$ cat src/rtl/instr_fetch.sv
// instr_fetch: instruction-fetch responder for the 16-bit core.
// Serves fetch requests on cp from a 2^ADDR_W x 16 instruction memory with a
// MEM_LAT-cycle read latency, and returns the word on ri with a one-cycle
// ri_valid pulse. The memory is loaded through the prog_* write port.
// Optional feature: define INSTR_FETCH_PREFETCH_EN to add a one-entry
// sequential prefetch buffer (PREFETCH state, hit and merge paths). Without
// it every request takes the demand path and latency is always MEM_LAT+1.
module instr_fetch #(
  parameter int ADDR_W  = 8,
  parameter int MEM_LAT = 2
) (
  input  logic              clk,
  input  logic              rst,
  input  logic              req,
  input  logic [15:0]       cp,
  input  logic              flush,
  input  logic              prog_we,
  input  logic [ADDR_W-1:0] prog_addr,
  input  logic [15:0]       prog_data,
  output logic [15:0]       ri,
  output logic              ri_valid,
  output logic              busy
);

  typedef enum logic [1:0] {
    S_IDLE     = 2'd0,
    S_FETCH    = 2'd1,
    S_PREFETCH = 2'd2
  } state_t;

  localparam logic [3:0] LAT   = 4'(MEM_LAT);
  localparam int         DEPTH = 1 << ADDR_W;

  state_t      state_q, state_d;
  logic [3:0]  cnt_q, cnt_d;
  logic [15:0] addr_q, addr_d;
  logic [15:0] ri_q, ri_d;
  logic        ri_valid_q, ri_valid_d;
  logic        deliver;
  logic        cnt_done;
  logic [15:0] mem_rd;
  logic [15:0] mem_q [DEPTH];

`ifdef INSTR_FETCH_PREFETCH_EN
  logic        pvalid_q, pvalid_d;
  logic [15:0] paddr_q, paddr_d;
  logic [15:0] pdata_q, pdata_d;
  logic        hit;
  logic        merge;

  // A hit needs the full 16-bit address to match, not just the memory index.
  assign hit   = pvalid_q && (cp == paddr_q);
  assign merge = (cp == addr_q);
`else
  // Upper address bits only matter for buffer hits, which this build lacks.
  logic unused_addr_bits;
  assign unused_addr_bits = ^addr_q;
`endif

  // The read is sampled on the completion edge, so it always sees the most
  // recent loader write that landed before that edge.
  assign mem_rd   = mem_q[addr_q[ADDR_W-1:0]];
  assign cnt_done = (cnt_q == 4'd1);

  assign ri       = ri_q;
  assign ri_valid = ri_valid_q;
  assign busy     = (state_q == S_FETCH);

  // Loader write port; memory contents survive reset.
  always_ff @(posedge clk) begin
    if (prog_we) begin
      mem_q[prog_addr] <= prog_data;
    end
  end

  // Next-state, response and buffer control; flush overrides the FSM but not loader writes.
  always_comb begin
    state_d    = state_q;
    cnt_d      = cnt_q;
    addr_d     = addr_q;
    ri_d       = ri_q;
    ri_valid_d = 1'b0;
    deliver    = 1'b0;
`ifdef INSTR_FETCH_PREFETCH_EN
    pvalid_d   = pvalid_q;
    paddr_d    = paddr_q;
    pdata_d    = pdata_q;
`endif

    if (flush) begin
      // Taken jump: drop everything in flight, including a same-cycle req.
      state_d = S_IDLE;
      cnt_d   = 4'd0;
`ifdef INSTR_FETCH_PREFETCH_EN
      pvalid_d = 1'b0;
`endif
    end else begin
      case (state_q)
        S_IDLE: begin
          if (req) begin
`ifdef INSTR_FETCH_PREFETCH_EN
            if (hit) begin
              ri_d       = pdata_q;
              ri_valid_d = 1'b1;
              pvalid_d   = 1'b0;
              addr_d     = cp + 16'd1;
              cnt_d      = LAT;
              state_d    = S_PREFETCH;
            end else begin
              addr_d  = cp;
              cnt_d   = LAT;
              state_d = S_FETCH;
            end
`else
            addr_d  = cp;
            cnt_d   = LAT;
            state_d = S_FETCH;
`endif
          end
        end

        S_FETCH: begin
          if (cnt_done) begin
            deliver = 1'b1;
          end else begin
            cnt_d = cnt_q - 4'd1;
          end
        end

`ifdef INSTR_FETCH_PREFETCH_EN
        S_PREFETCH: begin
          if (req && merge) begin
            // The demand wants the word already in flight: keep the timer.
            if (cnt_done) begin
              deliver = 1'b1;
            end else begin
              cnt_d   = cnt_q - 4'd1;
              state_d = S_FETCH;
            end
          end else if (req) begin
            // Wrong guess: abandon the prefetch and serve the demand miss.
            addr_d  = cp;
            cnt_d   = LAT;
            state_d = S_FETCH;
          end else if (cnt_done) begin
            pdata_d  = mem_rd;
            paddr_d  = addr_q;
            pvalid_d = 1'b1;
            cnt_d    = 4'd0;
            state_d  = S_IDLE;
          end else begin
            cnt_d = cnt_q - 4'd1;
          end
        end
`endif

        default: begin
          state_d = S_IDLE;
          cnt_d   = 4'd0;
        end
      endcase

      // Demand read finished: respond, then speculate on the next sequential word.
      if (deliver) begin
        ri_d       = mem_rd;
        ri_valid_d = 1'b1;
`ifdef INSTR_FETCH_PREFETCH_EN
        addr_d     = addr_q + 16'd1;
        cnt_d      = LAT;
        state_d    = S_PREFETCH;
        pvalid_d   = 1'b0;
`else
        cnt_d      = 4'd0;
        state_d    = S_IDLE;
`endif
      end
    end

`ifdef INSTR_FETCH_PREFETCH_EN
    // A loader write to the buffered index makes the buffered copy stale;
    // compare against the address the buffer will hold after this edge.
    if (prog_we && (prog_addr == paddr_d[ADDR_W-1:0])) begin
      pvalid_d = 1'b0;
    end
`endif
  end

  // Control state with asynchronous active-low reset; reset abandons any read.
  always_ff @(posedge clk or negedge rst) begin
    if (!rst) begin
      state_q    <= S_IDLE;
      cnt_q      <= 4'd0;
      ri_q       <= 16'h0000;
      ri_valid_q <= 1'b0;
`ifdef INSTR_FETCH_PREFETCH_EN
      pvalid_q   <= 1'b0;
`endif
    end else begin
      state_q    <= state_d;
      cnt_q      <= cnt_d;
      ri_q       <= ri_d;
      ri_valid_q <= ri_valid_d;
`ifdef INSTR_FETCH_PREFETCH_EN
      pvalid_q   <= pvalid_d;
`endif
    end
  end

  // Address and buffer data are only meaningful under the control flags above.
  always_ff @(posedge clk) begin
    addr_q  <= addr_d;
`ifdef INSTR_FETCH_PREFETCH_EN
    paddr_q <= paddr_d;
    pdata_q <= pdata_d;
`endif
  end

endmodule

$ cat config.mk
export PLATFORM = sky130hd
export DESIGN_NAME = instr_fetch
export DESIGN_NICKNAME = d
export VERILOG_FILES = /design/src/rtl/instr_fetch.sv
export SDC_FILE = /design/constraint.sdc
export NUM_CORES = 2
export LEC_CHECK = 0
export BUFFER_PORTS_ARGS = -buffer_cell sky130_fd_sc_hd__clkbuf_2
export CORE_MARGIN = 3
export CORE_UTILIZATION = 42
export DETAILED_ROUTE_END_ITERATION = 10
export HOLD_SLACK_MARGIN = 0.08
export MAX_ROUTING_LAYER = met4
export PLACE_DENSITY_LB_ADDON = 0.15
export REMOVE_ABC_BUFFERS = 1
export SLEW_MARGIN = 20
export SYNTH_ARGS = -nofsm -noshare
export SYNTH_HDL_FRONTEND = slang
export SYNTH_SLANG_ARGS = --single-unit
$ cat constraint.sdc
create_clock -name clk -period 3.8 [get_ports clk]
set_clock_uncertainty 0.15 [all_clocks]
set_input_delay 0.57 -clock clk [delete_from_list [all_inputs] [get_ports clk]]
set_output_delay 0.57 -clock clk [all_outputs]
set_load 0.01 [all_outputs]
* Word-level counts from Yosys, hierarchy flattened
Memories as Yosys holds them, arrays and structs flattened. A register that Yosys moved wholly into a read port is not among the register bits.
Index checks and enable logic that the tools add are counted.
** Storage, ports and cells
- Bits in registers :: 15
- Memory bits (writable) :: 4096
- Input port bits :: 45
- Output and inout port bits :: 18
- Memories kept :: 1
** Memories
- mem_q :: words 256, bits a word 16, rd ports 1, clocked after memory_dff 1, wr ports 1, line 42 : logic [15:0] mem_q [DEPTH];
** Operators by class
- Add/subtract/negate cells :: 1
- Eq/ne operators :: 5
- Multiplexer cells :: 16
- Bitwise gates (word level) :: 1
- Reductions and logical operators :: 6
** Operators by type and width (number)
- $mux 4 :: 4
- $pmux 4 s2 :: 1
- $mux 1 :: 7
- $mux 2 :: 3
- $reduce_and 2->1 :: 3
- $eq 4x1->1 const B :: 1
- $ne 4x3->1 const B :: 1
- $ne 4x4->1 const B :: 1
- $pmux 2 s2 :: 1
- $sub 4x1->4 const B :: 1
- $ne 3x2->1 const B :: 1
- $reduce_and 3->1 :: 1
- $eq 2x1->1 const B :: 1
- $logic_not 2->1 :: 1
- $logic_not 1->1 :: 1
- $not 1->1 :: 1

* Longest topological paths before layout
- Word-level depth :: 6
- Gate-level depth with buffers :: 12
- Gate-level depth less buffers :: 10

* Least setup slack after synthesis
Ideal clock, no wire load.
- Path type :: input to register
- From :: input port prog_addr[0]
- To :: memory mem_q[237][0] (enable)
- Library setup time :: 388 ps
- Arrival time :: 2347 ps
- Data required time :: 3262 ps
- Setup slack :: 915 ps
- Stages on the path :: 6
- Path through :: clkbuf_1 nor2b_1 clkbuf_1 nand4_1 clkbuf_1 nor2_1
** RTL lines
- from (decl) :: line 18 : input logic [ADDR_W-1:0] prog_addr,
- to (decl) :: line 42
No word-level cell before the write port.

==> results_dict.tcl <==
set metrics [dict create \
    busiest_layer "met2" \
    synth-edff-count 4104 \
    slew_viol_final 0 \
    die_h_um 623 \
    seqPwrFrac 0.523 \
    dr.first_iter.drc_count 9626 \
    netlist_instances 7599 \
    core-area_um2 377000 \
    cts_root_buffer "clkbuf_16" \
    r2r_cells 9 \
    viasPerCell 5.88 \
    clock_power_share 0.429 \
    cts_max_path_buffers 4 \
    die_area_um2 388000 \
    cp-end-kind "register" \
    setup_viol 0 \
    cts_setup_buffers 0 \
    irDropWorstVdd_uv 379 \
    p_int_uw 75600 \
    dpl.hpwl_um 289000 \
    route.vias.total 81588 \
    cts_buffers 433 \
    grt_pass1_vias 80827 \
    worstPathArrival_ps 4470 \
    drive_above_1_share 0.268 \
    min_period_ps 3740 \
    fmax_mhz 267 \
    drt_wl_total_um 460000 \
    gp_congestion 0.852 \
    p_leak_uw 0.0602 \
    tritoncts "built" \
    wl_per_cell_um 33.1 \
    hold_viol_final 0 \
    grt_pass1_wl_um 643000 \
    powerDensity_nw_per_um2 520 \
    cts_max_level 5 \
    clk_latency_ps 980 \
    hold_class "input port to asynchronous set/reset pin" \
    ys_ff_latch 4126 \
    dr.pass1.iters 6 \
    grtUsageMet1 0.339 \
    clkTransAtPathRegs_ps 60 \
    route.detailed.drc 0 \
    maxCapViolations 0 \
    dpl_cell_area_um2 171000 \
    grt_use_met3 0.0295 \
    start_kind "register" \
    slew_headroom 0.181 \
    syn_to_final_growth_pct 16.1 \
    p_comb_frac 0.047 \
    synthArstFlopShare 0.00533 \
    swShare 0.216 \
    tightestPinTransition_ps 1230 \
    grt_max_degree 106 \
    ant_nets 0 \
    die_x_um 623 \
    globalRouteMet2Util 0.375 \
    finalPower_uw 96400 \
    cp.required_ps 4530 \
    switching_power_uw 20800 \
    ys_seq_area_frac 0.775 \
    status "complete, no violations" \
    antenna_found_initial 35 \
    ys_warn_count 0 \
    synth_cell_type_count 79 \
    syn_area_um2 160000 \
    grt_overflow 0 \
    final_nets 8553 \
    fin_area_um2 185000 \
    synth_ff_type "edfxtp_1" \
    num_rows 225 \
    path_class "register to register" \
    pin_count 63 \
    io_buffers 54 \
    period_share 0.984 \
    synth.avg_cell_area_um2 21.0 \
    start_util 0.423 \
    clock-sinks 4126 \
    grtUsageTotal 0.241 \
    worstPathMaxFanout 32 \
]
-- synth_stat cells (52+ instances only) --
master     instances  area share
mux4_2           672       0.095
a211oi_1          71      0.0033
a22oi_1          112      0.0053
nand3_1           69      0.0022
buf_4             62      0.0029
o21ai_0           86      0.0027
buf_2            122      0.0038
nand2_1          189      0.0044
mux4_1            59      0.0097
o221ai_1         110      0.0060
a21oi_1          114      0.0036
nor2_1           345      0.0081
edfxtp_1        4104        0.77
a2111oi_0         52      0.0029
mux2i_1          625       0.039
clkbuf_1         116      0.0027
o22ai_1          207      0.0081
buf_6             54      0.0038
-- repair_timing --
item,in CTS,in global routing
resized for setup,6,15
hold buffers,28,0
pin swaps,0,1
endpoints found under the setup margin,4,9
endpoints found under the hold margin,860,0
cloned,0,0
-- worst paths after layout --
kind,start,end,slack [ps]
setup / recovery,addr_q[4]$_DFFE_PP_,ri[7]$_DFFE_PN0P_,60
hold reg to reg,ri[12]$_DFFE_PN0P_,ri[12]$_DFFE_PN0P_,370
hold / removal,rst,state_q[0]$_DFFE_PN0P_,160
max in group asynchronous,rst,ri[7]$_DFFE_PN0P_,2650
min in group clk,cp[7],addr_q[7]$_DFFE_PP_,190
setup reg to reg,addr_q[4]$_DFFE_PP_,ri[7]$_DFFE_PN0P_,60
-- power by group through the flow --
stage | logic (uW) | clock network, uW | registers [uW]
2_1_floorplan | 4330 | 0 | 51600
3_3_place_gp | 4470 | 0 | 51400
3_5_place_dp | 4550 | 0 | 51400
4_1_cts | 4590 | 42200 | 50500
5_1_grt | 4760 | 43900 | 50400
6_report | 4540 | 41400 | 50500
-- worst max-delay path: stages (launching register included) --
cell and delay [ps]:
edfxtp_1 440, buf_12 210, inv_8 390, buf_4 340
nand2_1 160, a21oi_1 460, a2111oi_0 160, nor3_1 710
nand4b_1 350, o211ai_1 170
-- metrics by stage --
| step | cells | TNS [ps] | worst slack [ps] | util | hold slack (ps) |
|---|---|---|---|---|---|
| after CTS | 13865 | 0 | 19.8 | 0.491 | 95.0 |
| final | 13882 | 0 | 60.1 | 0.492 | 164 |
| after global routing | 13869 | -1.51 | -1.51 | 0.492 | 152 |
| after floorplan | 7143 | -834780 | -52430 | - | 124 |
| after detailed placement | 13037 | -294 | -148 | 0.454 | 354 |
| after global placement | 13036 | -1080 | -810 | 0.454 | 346 |
-- cells in the final DEF, fill, tap and decap left out, types with 39 or more instances in the layout --
| cell type | n |
|---|---|
| mux4_1 | 59 |
| edfxtp_1 | 4104 |
| mux4_2 | 672 |
| nand2_1 | 189 |
| o221ai_1 | 110 |
| a22oi_1 | 112 |
| nand3_1 | 62 |
| mux2i_1 | 625 |
| clkbuf_1 | 91 |
| o22ai_1 | 207 |
| a211oi_1 | 70 |
| clkbuf_16 | 436 |
| buf_4 | 736 |
| nor2_2 | 93 |
| nor2_1 | 252 |
| nor3_1 | 39 |
| buf_12 | 106 |
| clkinv_2 | 82 |
| clkinv_1 | 89 |
| a21oi_1 | 114 |
| o21ai_0 | 86 |
-- sequential cells by signal, summed over array words and instances (netlist names) --
register  count
ri           16
addr_q        8
ri_valid      1
state_q       1
cnt_q         4
mem_q      4096
-- layer usage --
layer	vias to the layer above	routed length (um)
met5	-	0
met4	0	13600
met3	607	31000
met2	3198	220000
met1	43966	195000
li1	33817	-
-- final cells by class --
class | instances | area (um2)
Antenna cell | 17 | 42.5
Clock buffer | 539 | 11400
Clock inverter | 261 | 2470
Fill cell | 30771 | 192000
Inverter | 18 | 75.1
Multi-Input combinational cell | 2999 | 33000
Sequential cell | 4126 | 124000
Tap cell | 4994 | 6250
Timing Repair Buffer | 928 | 8420
-- cells by family (layout without fill, tap and decap cells) --
| group | count (synthesis) | in the layout | share of synthesized area |
|---|---|---|---|
| buf+inv | 474 | 1746 | 0.0209 |
| simple gates | 764 | 764 | 0.0212 |
| flops | 4126 | 4126 | 0.775 |
| fa+ha+maj | 2 | 2 | 0.000157 |
| xor+xnor | 1 | 1 | 0.0000548 |
| mux | 1383 | 1383 | 0.146 |
| other cells | 0 | 17 | 0 |
| compound gates | 849 | 849 | 0.0372 |
Note: power is estimated with default switching activity, not from simulation.
